`src/rtl/ssd_pkg.sv`:
```
// ssd_pkg: shared constants and types for the seven-segment display path.
//   SSD_BLANK / SSD_DASH : digit codes understood by the SSD decoder
//   SEG_OFF / AN_OFF     : all-dark segment and anode patterns (active-low)
//   digit_idx_t          : index of one of the four display digits
package ssd_pkg;

  localparam logic [3:0] SSD_BLANK = 4'd15;
  localparam logic [3:0] SSD_DASH  = 4'd10;
  localparam logic [7:0] SEG_OFF   = 8'hFF;
  localparam logic [3:0] AN_OFF    = 4'hF;

  typedef logic [1:0] digit_idx_t;

endpackage

```
`src/rtl/ssd_scan_ctrl_ssd.sv`:
```
// SSD: combinational 4-bit code to seven-segment pattern decoder.
//   code [3:0] : digit code, 0-9 decimal, 10 dash, 11-14 b/C/d/E, 15 blank
//   seg  [7:0] : active-low pattern, [7:1] = segments a..g, [0] = decimal point
// The decimal point bit is always driven dark here; the scan controller
// overrides it per digit.
module SSD
  import ssd_pkg::*;
(
  input  logic [3:0] code,
  output logic [7:0] seg
);

  always_comb begin
    seg = SEG_OFF;
    case (code)
      4'd0:     seg = 8'b00000011;
      4'd1:     seg = 8'b10011111;
      4'd2:     seg = 8'b00100101;
      4'd3:     seg = 8'b00001101;
      4'd4:     seg = 8'b10011001;
      4'd5:     seg = 8'b01001001;
      4'd6:     seg = 8'b01000001;
      4'd7:     seg = 8'b00011111;
      4'd8:     seg = 8'b00000001;
      4'd9:     seg = 8'b00001001;
      SSD_DASH: seg = 8'b11111101;
      4'd11:    seg = 8'b11000001;
      4'd12:    seg = 8'b01100011;
      4'd13:    seg = 8'b10000101;
      4'd14:    seg = 8'b01100001;
      default:  seg = SEG_OFF;
    endcase
  end

endmodule

```
`src/rtl/ssd_scan_ctrl.sv`:
```
// ssd_scan_ctrl: time-multiplexed scan controller for a 4-digit common-anode
// seven-segment display, sharing one SSD decoder across all digits.
//   clk, rst    : clock, asynchronous active-high reset
//   load        : one-cycle request to capture value/dp_mask
//   value[15:0] : four digit codes, [3:0] = digit 0 (rightmost)
//   dp_mask[3:0]: bit k lights the decimal point of digit k
//   blank_lz    : live enable for leading-zero blanking
//   seg[7:0]    : active-low segments, [7:1] = a..g, [0] = decimal point
//   an[3:0]     : active-low one-hot digit enables
//   frame_done  : one-cycle pulse after digit 3's slot ends
//   load_ack    : one-cycle pulse when a pending load reaches the display
// All outputs are registered and describe the previous cycle's scan state.
module ssd_scan_ctrl
  import ssd_pkg::*;
#(
  parameter int REFRESH_DIV = 100000,
  parameter int GUARD       = 2
)(
  input  logic        clk,
  input  logic        rst,
  input  logic        load,
  input  logic [15:0] value,
  input  logic [3:0]  dp_mask,
  input  logic        blank_lz,
  output logic [7:0]  seg,
  output logic [3:0]  an,
  output logic        frame_done,
  output logic        load_ack
);

  localparam int              CW        = (REFRESH_DIV > 2) ? $clog2(REFRESH_DIV) : 1;
  localparam logic [CW-1:0]   CNT_LAST  = CW'(REFRESH_DIV - 1);
  localparam logic [CW:0]     GUARD_CNT = (CW+1)'(GUARD);

  logic [CW-1:0] cnt;
  digit_idx_t    idx;
  logic          slot_end;
  logic          boundary;
  logic          commit;

  // Load handshake: load acts as a valid whose ready is permanently high, so
  // every asserted cycle is a transfer; the newest transfer always wins.
  logic          pend;
  logic [15:0]   pend_val;
  logic [3:0]    pend_dp;
  logic [15:0]   disp_val;
  logic [3:0]    disp_dp;

  logic [3:0]    dig0, dig1, dig2, dig3;
  logic          lz1, lz2, lz3;
  logic [3:0]    code_sel;
  logic          dp_on;
  logic [7:0]    dec_seg;
  logic          in_guard;
  logic [3:0]    an_next;

  assign slot_end = (cnt == CNT_LAST);
  assign boundary = slot_end && (idx == 2'd3);
  assign commit   = boundary && (pend || load);

  // Prescaler and digit index
  always_ff @(posedge clk or posedge rst) begin
    if (rst) begin
      cnt <= '0;
      idx <= '0;
    end else if (slot_end) begin
      cnt <= '0;
      idx <= idx + 2'd1;
    end else begin
      cnt <= cnt + CW'(1);
    end
  end

  // Pending and display registers. The display only changes at a frame
  // boundary so a digit word is never shown half-old, half-new.
  always_ff @(posedge clk or posedge rst) begin
    if (rst) begin
      pend     <= 1'b0;
      pend_val <= '0;
      pend_dp  <= '0;
      disp_val <= 16'hFFFF;
      disp_dp  <= '0;
    end else if (boundary) begin
      if (load) begin
        disp_val <= value;
        disp_dp  <= dp_mask;
      end else if (pend) begin
        disp_val <= pend_val;
        disp_dp  <= pend_dp;
      end
      pend <= 1'b0;
    end else if (load) begin
      pend_val <= value;
      pend_dp  <= dp_mask;
      pend     <= 1'b1;
    end
  end

  assign dig0 = disp_val[3:0];
  assign dig1 = disp_val[7:4];
  assign dig2 = disp_val[11:8];
  assign dig3 = disp_val[15:12];

  // Blanking ripples down from the most significant digit; digit 0 always
  // shows so a zero value still displays "0".
  assign lz3 = blank_lz && (dig3 == 4'd0);
  assign lz2 = lz3 && (dig2 == 4'd0);
  assign lz1 = lz2 && (dig1 == 4'd0);

  always_comb begin
    code_sel = SSD_BLANK;
    case (idx)
      2'd0: code_sel = dig0;
      2'd1: code_sel = lz1 ? SSD_BLANK : dig1;
      2'd2: code_sel = lz2 ? SSD_BLANK : dig2;
      2'd3: code_sel = lz3 ? SSD_BLANK : dig3;
      default: code_sel = SSD_BLANK;
    endcase
  end

  assign dp_on = disp_dp[idx];

  SSD u_ssd (
    .code (code_sel),
    .seg  (dec_seg)
  );

  // Anodes stay dark for the first GUARD cycles of every slot so the previous
  // digit's segments cannot ghost onto the new digit.
  assign in_guard = ({1'b0, cnt} < GUARD_CNT);

  always_comb begin
    an_next = AN_OFF;
    if (!in_guard) begin
      an_next[idx] = 1'b0;
    end
  end

  always_ff @(posedge clk or posedge rst) begin
    if (rst) begin
      seg        <= SEG_OFF;
      an         <= AN_OFF;
      frame_done <= 1'b0;
      load_ack   <= 1'b0;
    end else begin
      seg        <= {dec_seg[7:1], dec_seg[0] & ~dp_on};
      an         <= an_next;
      frame_done <= boundary;
      load_ack   <= commit;
    end
  end

endmodule

```
`config.mk`:
```
export PLATFORM = sky130hd
export DESIGN_NAME = ssd_scan_ctrl
export DESIGN_NICKNAME = d
export VERILOG_FILES = /design/src/rtl/ssd_pkg.sv /design/src/rtl/ssd_scan_ctrl_ssd.sv /design/src/rtl/ssd_scan_ctrl.sv
export SDC_FILE = /design/constraint.sdc
export NUM_CORES = 1
export LEC_CHECK = 0
export CAP_MARGIN = 40
export CORE_MARGIN = 4
export CORE_UTILIZATION = 51
export DETAILED_ROUTE_END_ITERATION = 6
export PLACE_DENSITY = 0.84
export SLEW_MARGIN = 20
export SYNTH_ARGS = -nofsm -noshare
export SYNTH_HDL_FRONTEND = slang
export SYNTH_SLANG_ARGS = --single-unit
```
`constraint.sdc`:
```
create_clock -name clk -period 2.77 [get_ports clk]
set_input_delay 0.554 -clock clk [delete_from_list [all_inputs] [get_ports clk]]
set_output_delay 0.554 -clock clk [all_outputs]
set_load 0.01 [all_outputs]
```
After elaboration in Yosys (flattened, before gate mapping)
Memory sizes are Yosys's and may differ from the RTL's. A register that Yosys moved wholly into a read port is not among the register bits.
Cells that the tools add are included.
{"block": "word_totals", "output_inout_bits": 14, "in_bits": 24, "wordCells": 56, "memories": 1, "mem_bits_ro": 112, "ff_bits": 74}
{"block": "op_classes", "n_reduce_logical": 15, "mux": 16, "order_cmp": 3, "eq_ne": 4, "n_bitwise": 4, "addsub": 2}
{"name": "(name not given)", "words": 16, "word_bits": 7, "read_ports": 1, "rd_ports_with_merged_regs": 1, "wr": 0, "line": "ssd_scan_ctrl_ssd.sv:15", "rtl": "case (code)"}
{"op": "$mux 16", "count": 2}
{"op": "$mux 4", "count": 6}
{"op": "$add 17x1->17 const B", "count": 1}
{"op": "$eq 17x17->1 const B", "count": 1}
{"op": "$lt 17x2->1 const B", "count": 1}
{"op": "$mux 17", "count": 1}
{"op": "$pmux 4 s4", "count": 1}
{"op": "$logic_not 4->1", "count": 3}
{"op": "$logic_and 1x1->1", "count": 6}
{"op": "$eq 2x2->1 const B", "count": 2}
{"op": "$mux 1", "count": 4}
{"op": "$not 4->4", "count": 1}
{"op": "$reduce_and 2->1", "count": 2}
{"op": "$reduce_bool 2->1", "count": 2}
{"op": "$lt 2x3->1 const B", "count": 1}
{"op": "$add 2x1->2 const B", "count": 1}
{"op": "$bmux 1 s2", "count": 1}
{"op": "$demux 1 s2", "count": 1}
{"op": "$eq 2x1->1 const B", "count": 1}
{"op": "$ge 2x1->1 const B", "count": 1}
{"op": "$logic_not 2->1", "count": 1}
{"op": "$not 1->1", "count": 2}
{"op": "$and 1x1->1 const A", "count": 1}
{"op": "$logic_or 1x1->1", "count": 1}

Depth between registers and ports, before layout
Gate-level depths: netlist (run 1).
{"block": "logic_depth", "depth_word": 6, "mapped_depth": 12, "depth_no_buf": 11}

Hierarchy
From an unflattened synthesis (run 1), not the netlist that was laid out.
{"block": "unflattened", "cells_unflattened": 343, "area_unflattened_um2": 3937.5}
{"module": "ssd_scan_ctrl", "instances": 1, "seq_area_each_um2": 1886.8, "area_each_um2": 3652.3, "cells_each": 314}
{"module": "SSD", "instances": 1, "seq_area_each_um2": 0.0, "area_each_um2": 285.3, "cells_each": 29}

Worst setup path after synthesis (run 1)
No wires, ideal clock.
{"block": "synth_path", "path_kind": "reg2reg", "startpoint": "register idx[0]", "endpoint": "register seg[3]", "arrival_time_ps": 2668, "setup_ps": 94, "required_time_ps": 2676, "setup_slack_ps": 8, "synth_period_minus_slack_ps": 2762, "n_path_buf": 0, "path_stages_with_launch": 11, "path_cell_list": "dfrtp_1 -> inv_1 -> ha_1 -> or3b_2 -> nor4_1 -> o22ai_1 -> o21ai_0 -> inv_1 -> ha_1 -> inv_1 -> mux4_2"}
{"block": "synth_between", "elab_chain_len": 2, "elab_cells_between_ends": 5, "classes_between": "eq/ne (3); mux (1); reduce/logical (1)"}
{"element": "from (decl)", "line": "ssd_scan_ctrl.sv:36", "rtl": "digit_idx_t idx;"}
{"element": "from (signal assigned)", "line": "ssd_scan_ctrl.sv:68", "rtl": "idx <= idx + 2'd1;"}
{"element": "$eq 2x2->1, or another cell as far along", "line": "ssd_scan_ctrl.sv:112", "rtl": "case (idx)"}
{"element": "$pmux 4 s4 (*)", "line": "ssd_scan_ctrl.sv:112"}
{"element": "to (decl)", "line": "ssd_scan_ctrl.sv:25", "rtl": "output logic [7:0] seg,"}
Mark *: on every way between the ends. The rest lies on a longest branch, timed or not.
A chain may end at the register's enable or synchronous reset.

Worst setup path after layout (run 1)
{"block": "layout_path", "startpoint": "register idx[0]", "endpoint": "register seg[2]"}
The elaborated chain is that of the path after synthesis.

==> results of run 1 <==
[path summary, 6_finish.rpt]
path / startpoint / to / slack (ns) / cells after the start
worst min-delay path: cnt[0] / cnt[0] / 0.49 / 1
max in group asynchronous: rst / seg[6] / 1.57 / 3
min in group asynchronous: rst / pend_val[12] / 0.56 / 2
worst min register to register: cnt[0] / cnt[0] / 0.49 / 1
worst max-delay path: idx[0] / seg[2] / 0.15 / 10
worst max register to register: idx[0] / seg[2] / 0.15 / 10
[critical path: stages (launching register included)]
cell and delay, ns:
dfrtp_1 0.38, inv_1 0.08, ha_2 0.19, or3b_4 0.39, or4_1 0.40, and3_4 0.20
a21oi_4 0.20, inv_2 0.09, ha_1 0.21, mux2_2 0.28, o22ai_1 0.14
[cells in the mapped netlist]
cell type | n | area, um2
a31o_2 | 1 | 8.76
nor4_1 | 7 | 43.8
a21oi_1 | 25 | 125
or4b_1 | 1 | 10.0
nor4b_1 | 2 | 17.5
nand2b_1 | 1 | 6.26
mux2_2 | 22 | 248
nand2_1 | 15 | 56.3
or3b_2 | 1 | 8.76
nand4_1 | 2 | 12.5
and3_1 | 2 | 12.5
inv_1 | 12 | 45.0
dfstp_2 | 28 | 736
nor2b_1 | 7 | 43.8
buf_1 | 3 | 11.3
nor3_1 | 4 | 20.0
nand3_1 | 8 | 40.0
a21oi_2 | 1 | 8.76
a221oi_1 | 4 | 35.0
inv_2 | 1 | 3.75
or4bb_1 | 1 | 11.3
xnor2_1 | 7 | 61.3
mux4_2 | 2 | 45.0
and2_1 | 1 | 6.26
and4_1 | 2 | 17.5
dfrtp_1 | 46 | 1150
buf_4 | 1 | 7.51
or4_1 | 2 | 15.0
or3_1 | 4 | 25.0
a21oi_4 | 1 | 16.3
nor2_1 | 30 | 113
o22ai_1 | 3 | 18.8
o21ai_0 | 16 | 80.1
and3b_1 | 1 | 8.76
ha_1 | 13 | 163
xor2_1 | 5 | 43.8
and3_4 | 1 | 11.3
nand3b_1 | 1 | 7.51
buf_2 | 2 | 10.0
and2b_1 | 1 | 7.51
mux2i_1 | 26 | 260
clkbuf_1 | 8 | 30.0
a41o_1 | 1 | 10.0
[flip-flops by register name (all words and copies together) (netlist names)]
| name | cells |
|---|---|
| pend | 1 |
| disp_dp | 4 |
| frame_done | 1 |
| cnt | 17 |
| load_ack | 1 |
| seg | 8 |
| pend_dp | 4 |
| idx | 2 |
| pend_val | 16 |
| disp_val | 16 |
| an | 4 |
[layout make-up]
| type | count | area share |
|---|---|---|
| Timing Repair Buffer | 57 | 0.125 |
| Clock buffer | 12 | 0.0348 |
| Tap cell | 96 | 0.0270 |
| Multi-Input combinational cell | 221 | 0.368 |
| Inverter | 13 | 0.0109 |
| Clock inverter | 4 | 0.0112 |
| Sequential cell | 74 | 0.423 |
[layout by cell type, fill, tap and decap left out, drive strengths merged, types with 8 or more instances in the layout]
| master | synthesis | routed |
|---|---|---|
| nand2 | 15 | 15 |
| inv | 13 | 13 |
| o21ai | 16 | 16 |
| clkdlybuf4s50 | 0 | 36 |
| ha | 13 | 13 |
| clkbuf | 8 | 12 |
| mux2 | 22 | 22 |
| nor2 | 30 | 30 |
| mux2i | 26 | 26 |
| dfrtp | 46 | 46 |
| a21oi | 27 | 27 |
| dfstp | 28 | 28 |
| buf | 6 | 20 |
| nand3 | 8 | 8 |
[power groups by stage]
stage / logic, W / clock network [W] / registers, W
2_1_floorplan: 0.0000832 / 0 / 0.00114
3_3_place_gp: 0.000143 / 0 / 0.00114
4_1_cts: 0.000148 / 0.000879 / 0.00113
3_5_place_dp: 0.000147 / 0 / 0.00114
5_1_grt: 0.000160 / 0.000931 / 0.00113
6_report: 0.000145 / 0.000858 / 0.00113
[metal layers]
layer  wire (um)  GRT usage  part of all wire
met1        2800      0.215              0.39
met2        3840      0.338              0.54
met3         364     0.0451             0.051
met4         144     0.0792             0.020
met5           0          0                 0
[kinds of logic (layout without fill, tap and decap cells)]
| group | count (synthesis) | count (layout) | synth area share |
|---|---|---|---|
| and+or+nand+nor | 94 | 94 | 0.137 |
| DFF | 74 | 74 | 0.522 |
| AOI/OAI and AO/OA | 52 | 52 | 0.0838 |
| muxes | 50 | 50 | 0.153 |
| buffers and inverters | 27 | 86 | 0.0298 |
| adders and majority gates | 13 | 13 | 0.0450 |
| xor gates and xnor gates | 12 | 12 | 0.0291 |
[stage by stage]
step           TNS (ns)  setup WS (ns)
2_1_floorplan         0        0.00837
3_3_place_gp      -1.71         -0.350
3_5_place_dp      -2.31         -0.438
4_1_cts               0         0.0426
5_1_grt               0         0.0156
6_report              0          0.147
[timing repair]
item	CTS	global route
endpoints found under the setup margin	3	6
pin swaps	1	1
resized for setup	3	2
setup buffers	1	0
==> impl_metrics.toml, run 1 <==
[run_status]
status = "finished, final reports clean"

[floorplan]
num_io_pins = 38
die_x_um = 92.2
start_util = 0.529
row_count = 30
die_y_um = 92.2
core_area_um2 = 6830
die_area_um2 = 8490

[sta]
final-setup-viol-count = 0
max_freq_ghz = 0.381
relSlewSlack = 0.655
worst_slew_pin_slew_ns = 0.517
fin_crit_sh = 0.947
finalMaxSlewViolations = 0
timing.hold.ws_ns = 0.485
hold_viol_final = 0
rsz0062_at_grt = "no"
fin_crit_ns = 2.62
skew_ns = 0.00715

[global_routing]
grt_pass1_wl_um = 12700
grt_max_degree = 40
grt_pass1_vias = 2760
grt.overflow.total = 0
antenna_found_initial = 0
grt_usage = 0.189

[route]
drc = 0
vias_per_cell = 5.44
postRouteWirelength_um = 7140
post_drt_wl_per_cell_um = 15.0
vias = 2595
first_pass_iters = 4
ant_nets = 0
first_iter_violations = 123

[clock_network]
ctsLongestPathBuffers = 2
cts.htree.levels = 3
numCtsBuffers = 9
clock_latency_ns = 0.35
clockRootBuffer = "clkbuf_8"
cts_hold_buf = 0
clk_pin_slew_ns = 0.07
cts_tree = "yes"
cts_sinks = 74

[finish]
final_core_util = 0.652
final_cells = 477
regArea_um2 = 1890
final_area_um2 = 4460
fillers = 527
antenna_cells = 0
layout-drive-gt1-share = 0.255
multi_input_area_um2 = 1640
finalNetCount = 413
syn_to_final_growth_pct = 23.4

[yosys]
synth.distinct_cells = 43
synthCells = 322
synth_nets = 359
postSynthAreaPerCell_um2 = 11.2
syn_area_um2 = 3610
synth-seq-cells = 74
ys_seq_area_frac = 0.522
yosys_warnings = 0

[place]
gp_congestion = 0.953
portBuffers = 37
dp_hpwl_um = 5110
dpl_cell_area_um2 = 4220
placedCellCount = 460

[worst_setup_path]
start_kind = "flip-flop"
path_class = "reg2reg"
crit_path_max_fanout = 5
critPathCaptureType = "flip-flop"
cp_data_arrival_time_ns = 2.90
cp.required_ns = 3.05

[power]
power_leakage_nw = 1.84
seqPwrFrac = 0.529
vdd_ir_drop_max_mv = 0.326
p_clk_frac = 0.403
power.switching_w = 0.000472
power_w = 0.00213
power_density_nw_per_um2 = 478
comb_power_share = 0.068
power.internal_w = 0.00166
switching_share = 0.222

[min_path]
hold_class = "reg2reg"

[job]
drv_cap = 0
No activity file was read; power rests on OpenSTA's default activity.
==> run 2: changes to the inputs <==
--- a/config.mk
+++ b/config.mk
@@ -7,3 +7,3 @@
 export LEC_CHECK = 0
-export CAP_MARGIN = 40
+export CAP_MARGIN = 20
 export CORE_MARGIN = 4
@@ -11,3 +11,3 @@
 export DETAILED_ROUTE_END_ITERATION = 6
-export PLACE_DENSITY = 0.84
+export PLACE_DENSITY = 0.81
 export SLEW_MARGIN = 20
==> constraint.sdc (replaced) <==
create_clock -name clk -period 2.77 [get_ports clk]
set_input_delay 0.277 -clock clk [delete_from_list [all_inputs] [get_ports clk]]
set_output_delay 0.277 -clock clk [all_outputs]
set_load 0.01 [all_outputs]
==> run 2 against run 1 <==
  * Non-clock buffer count down 1
  * Count of clock-buffer cells in the layout up 2
  * Critical path depth unchanged
  * Via count shrank 0.19%
  * Critical path type unchanged
==> impl_metrics.toml, run 2 (synthesis gave the netlist of run 1 again) <==
[clock_network]
ctsLongestPathBuffers = 2
cts_sinks = 74
clockRootBuffer = "clkbuf_8"
clk_pin_slew_ns = 0.07
cts.htree.levels = 3
clock_latency_ns = 0.35
numCtsBuffers = 9
cts_tree = "yes"

[power]
vdd_ir_drop_max_mv = 0.302
power_leakage_nw = 1.84
power_density_nw_per_um2 = 482
power_w = 0.00213

[worst_setup_path]
cpLargestDelayFamily = "simple AND/OR/NAND/NOR gates"
crit_slowest_cell = "dfrtp_1"
path_cells = "inv_2, ha_2, or3b_4, or4_1, and3_4, a21oi_4, ha_2, inv_1, mux2_2, o22ai_1"
start_kind = "flip-flop"
cp_data_arrival_time_ns = 2.91
critPathCaptureType = "flip-flop"
crit_path_max_fanout = 5
crit_buf_inv = 2
critPathMaxStageDelay_ns = 0.40
crit_top_cell = "ha_2"
cp.required_ns = 3.04
path_class = "reg2reg"

[sta]
timing.hold.ws_ns = 0.322
worst_slew_pin_slew_ns = 0.482
hold_viol_final = 0
relSlewSlack = 0.676
final-setup-viol-count = 0
finalSetupTns_ns = 0
skew_ns = 0.00838
finalMaxSlewViolations = 0
max_freq_ghz = 0.379
rsz0062_at_grt = "no"
fin_crit_sh = 0.952
fin_crit_ns = 2.64

[route]
post_drt_wl_per_cell_um = 14.8
first_pass_iters = 4
first_iter_violations = 123
vias_per_cell = 5.44
ant_nets = 0
vias = 2590
drc = 0
postRouteWirelength_um = 7040

[finish]
antenna_cells = 0
syn_to_final_growth_pct = 22.5
layout-drive-gt1-share = 0.253
top_register = "cnt"
reg_top3 = "cnt x17, disp_val x16, pend_val x16"
finalNetCount = 412
final_core_util = 0.648
final_cell_mix = "dfrtp_1, clkdlybuf4s50_1, nor2_1"
layout_commonest_cell = "dfrtp_1"
largest_reg_flops = 17

[global_routing]
grt_max_degree = 75
grt_usage = 0.179
antenna_found_initial = 0
grt_pass1_wl_um = 11900
grt_pass1_vias = 2678
grt.overflow.total = 0

[floorplan]
core_area_um2 = 6830
die_x_um = 92.2
die_y_um = 92.2
num_io_pins = 38
start_util = 0.529
row_count = 30
die_area_um2 = 8490

[job]
drv_cap = 0

[min_path]
hold_class = "in2async"

[run_status]
status = "finished, final reports clean"

[place]
dp_hpwl_um = 4870
gp_congestion = 0.965
portBuffers = 37
==> run 2: cell type report <==
type                    instances  area (um2)
inverters                      13        48.8
well taps                      96         120
flip-flops and latches         74        1890
fillers                       532        2400
clock buffers                  14         173
repair buffers                 56         526
clock inverters                 2        35.0
multi-input cells             221        1640
==> run 2: per-layer routing <==
metal  global-route usage  vias up  share of wire
li1                     -     1248              -
met1                0.213     1269           0.42
met2                0.299       62           0.52
met3               0.0533       11          0.042
met4               0.0792        0          0.018
met5                    0        -              0
==> run 2: worst paths after layout <==
kind                              from            to  slack (ns)  cells past startpoint
max in group asynchronous          rst        seg[0]        2.12                      3
worst max-delay path            idx[0]        seg[2]        0.13                     10
worst min-delay path               rst  pend_val[14]        0.32                      3
min in group clk                cnt[0]        cnt[0]        0.50                      1
worst max register to register  idx[0]        seg[2]        0.13                     10
worst min register to register  cnt[0]        cnt[0]        0.50                      1
==> run 2: worst reg2reg max path: cells and delay by family (launching register included) <==
family          cells  cell delay [ns]
buf+inv             2             0.12
simple gates        3             0.98
fa+ha+maj           2             0.42
mux                 1             0.26
compound gates      2             0.39
flops               1             0.40
==> run 2: stage by stage <==
stage               cell area [um2]  instances  worst slack (ns)
finish                         4430        476             0.134
floorplan                      3610        322           0.00837
global placement               4180        457           -0.0927
global route                   4430        476           0.00577
CTS                            4380        473            0.0460
detailed placement             4180        457            -0.133
==> run 2: report_power, final <==
part	switching [W]	internal (W)	total (W)	leakage, nW
logic	0.0000625	0.0000791	0.000142	0.868
registers	0.0000140	0.00111	0.00113	0.867
clock network	0.000378	0.000490	0.000868	0.107
total	0.000454	0.00168	0.00213	1.84
==> run 2: repair_timing <==
item | in CTS | in global routing
resized for setup | 0 | 5
setup endpoints to repair | 0 | 3
buffers inserted | 0 | 3
hold buffers | 0 | 0
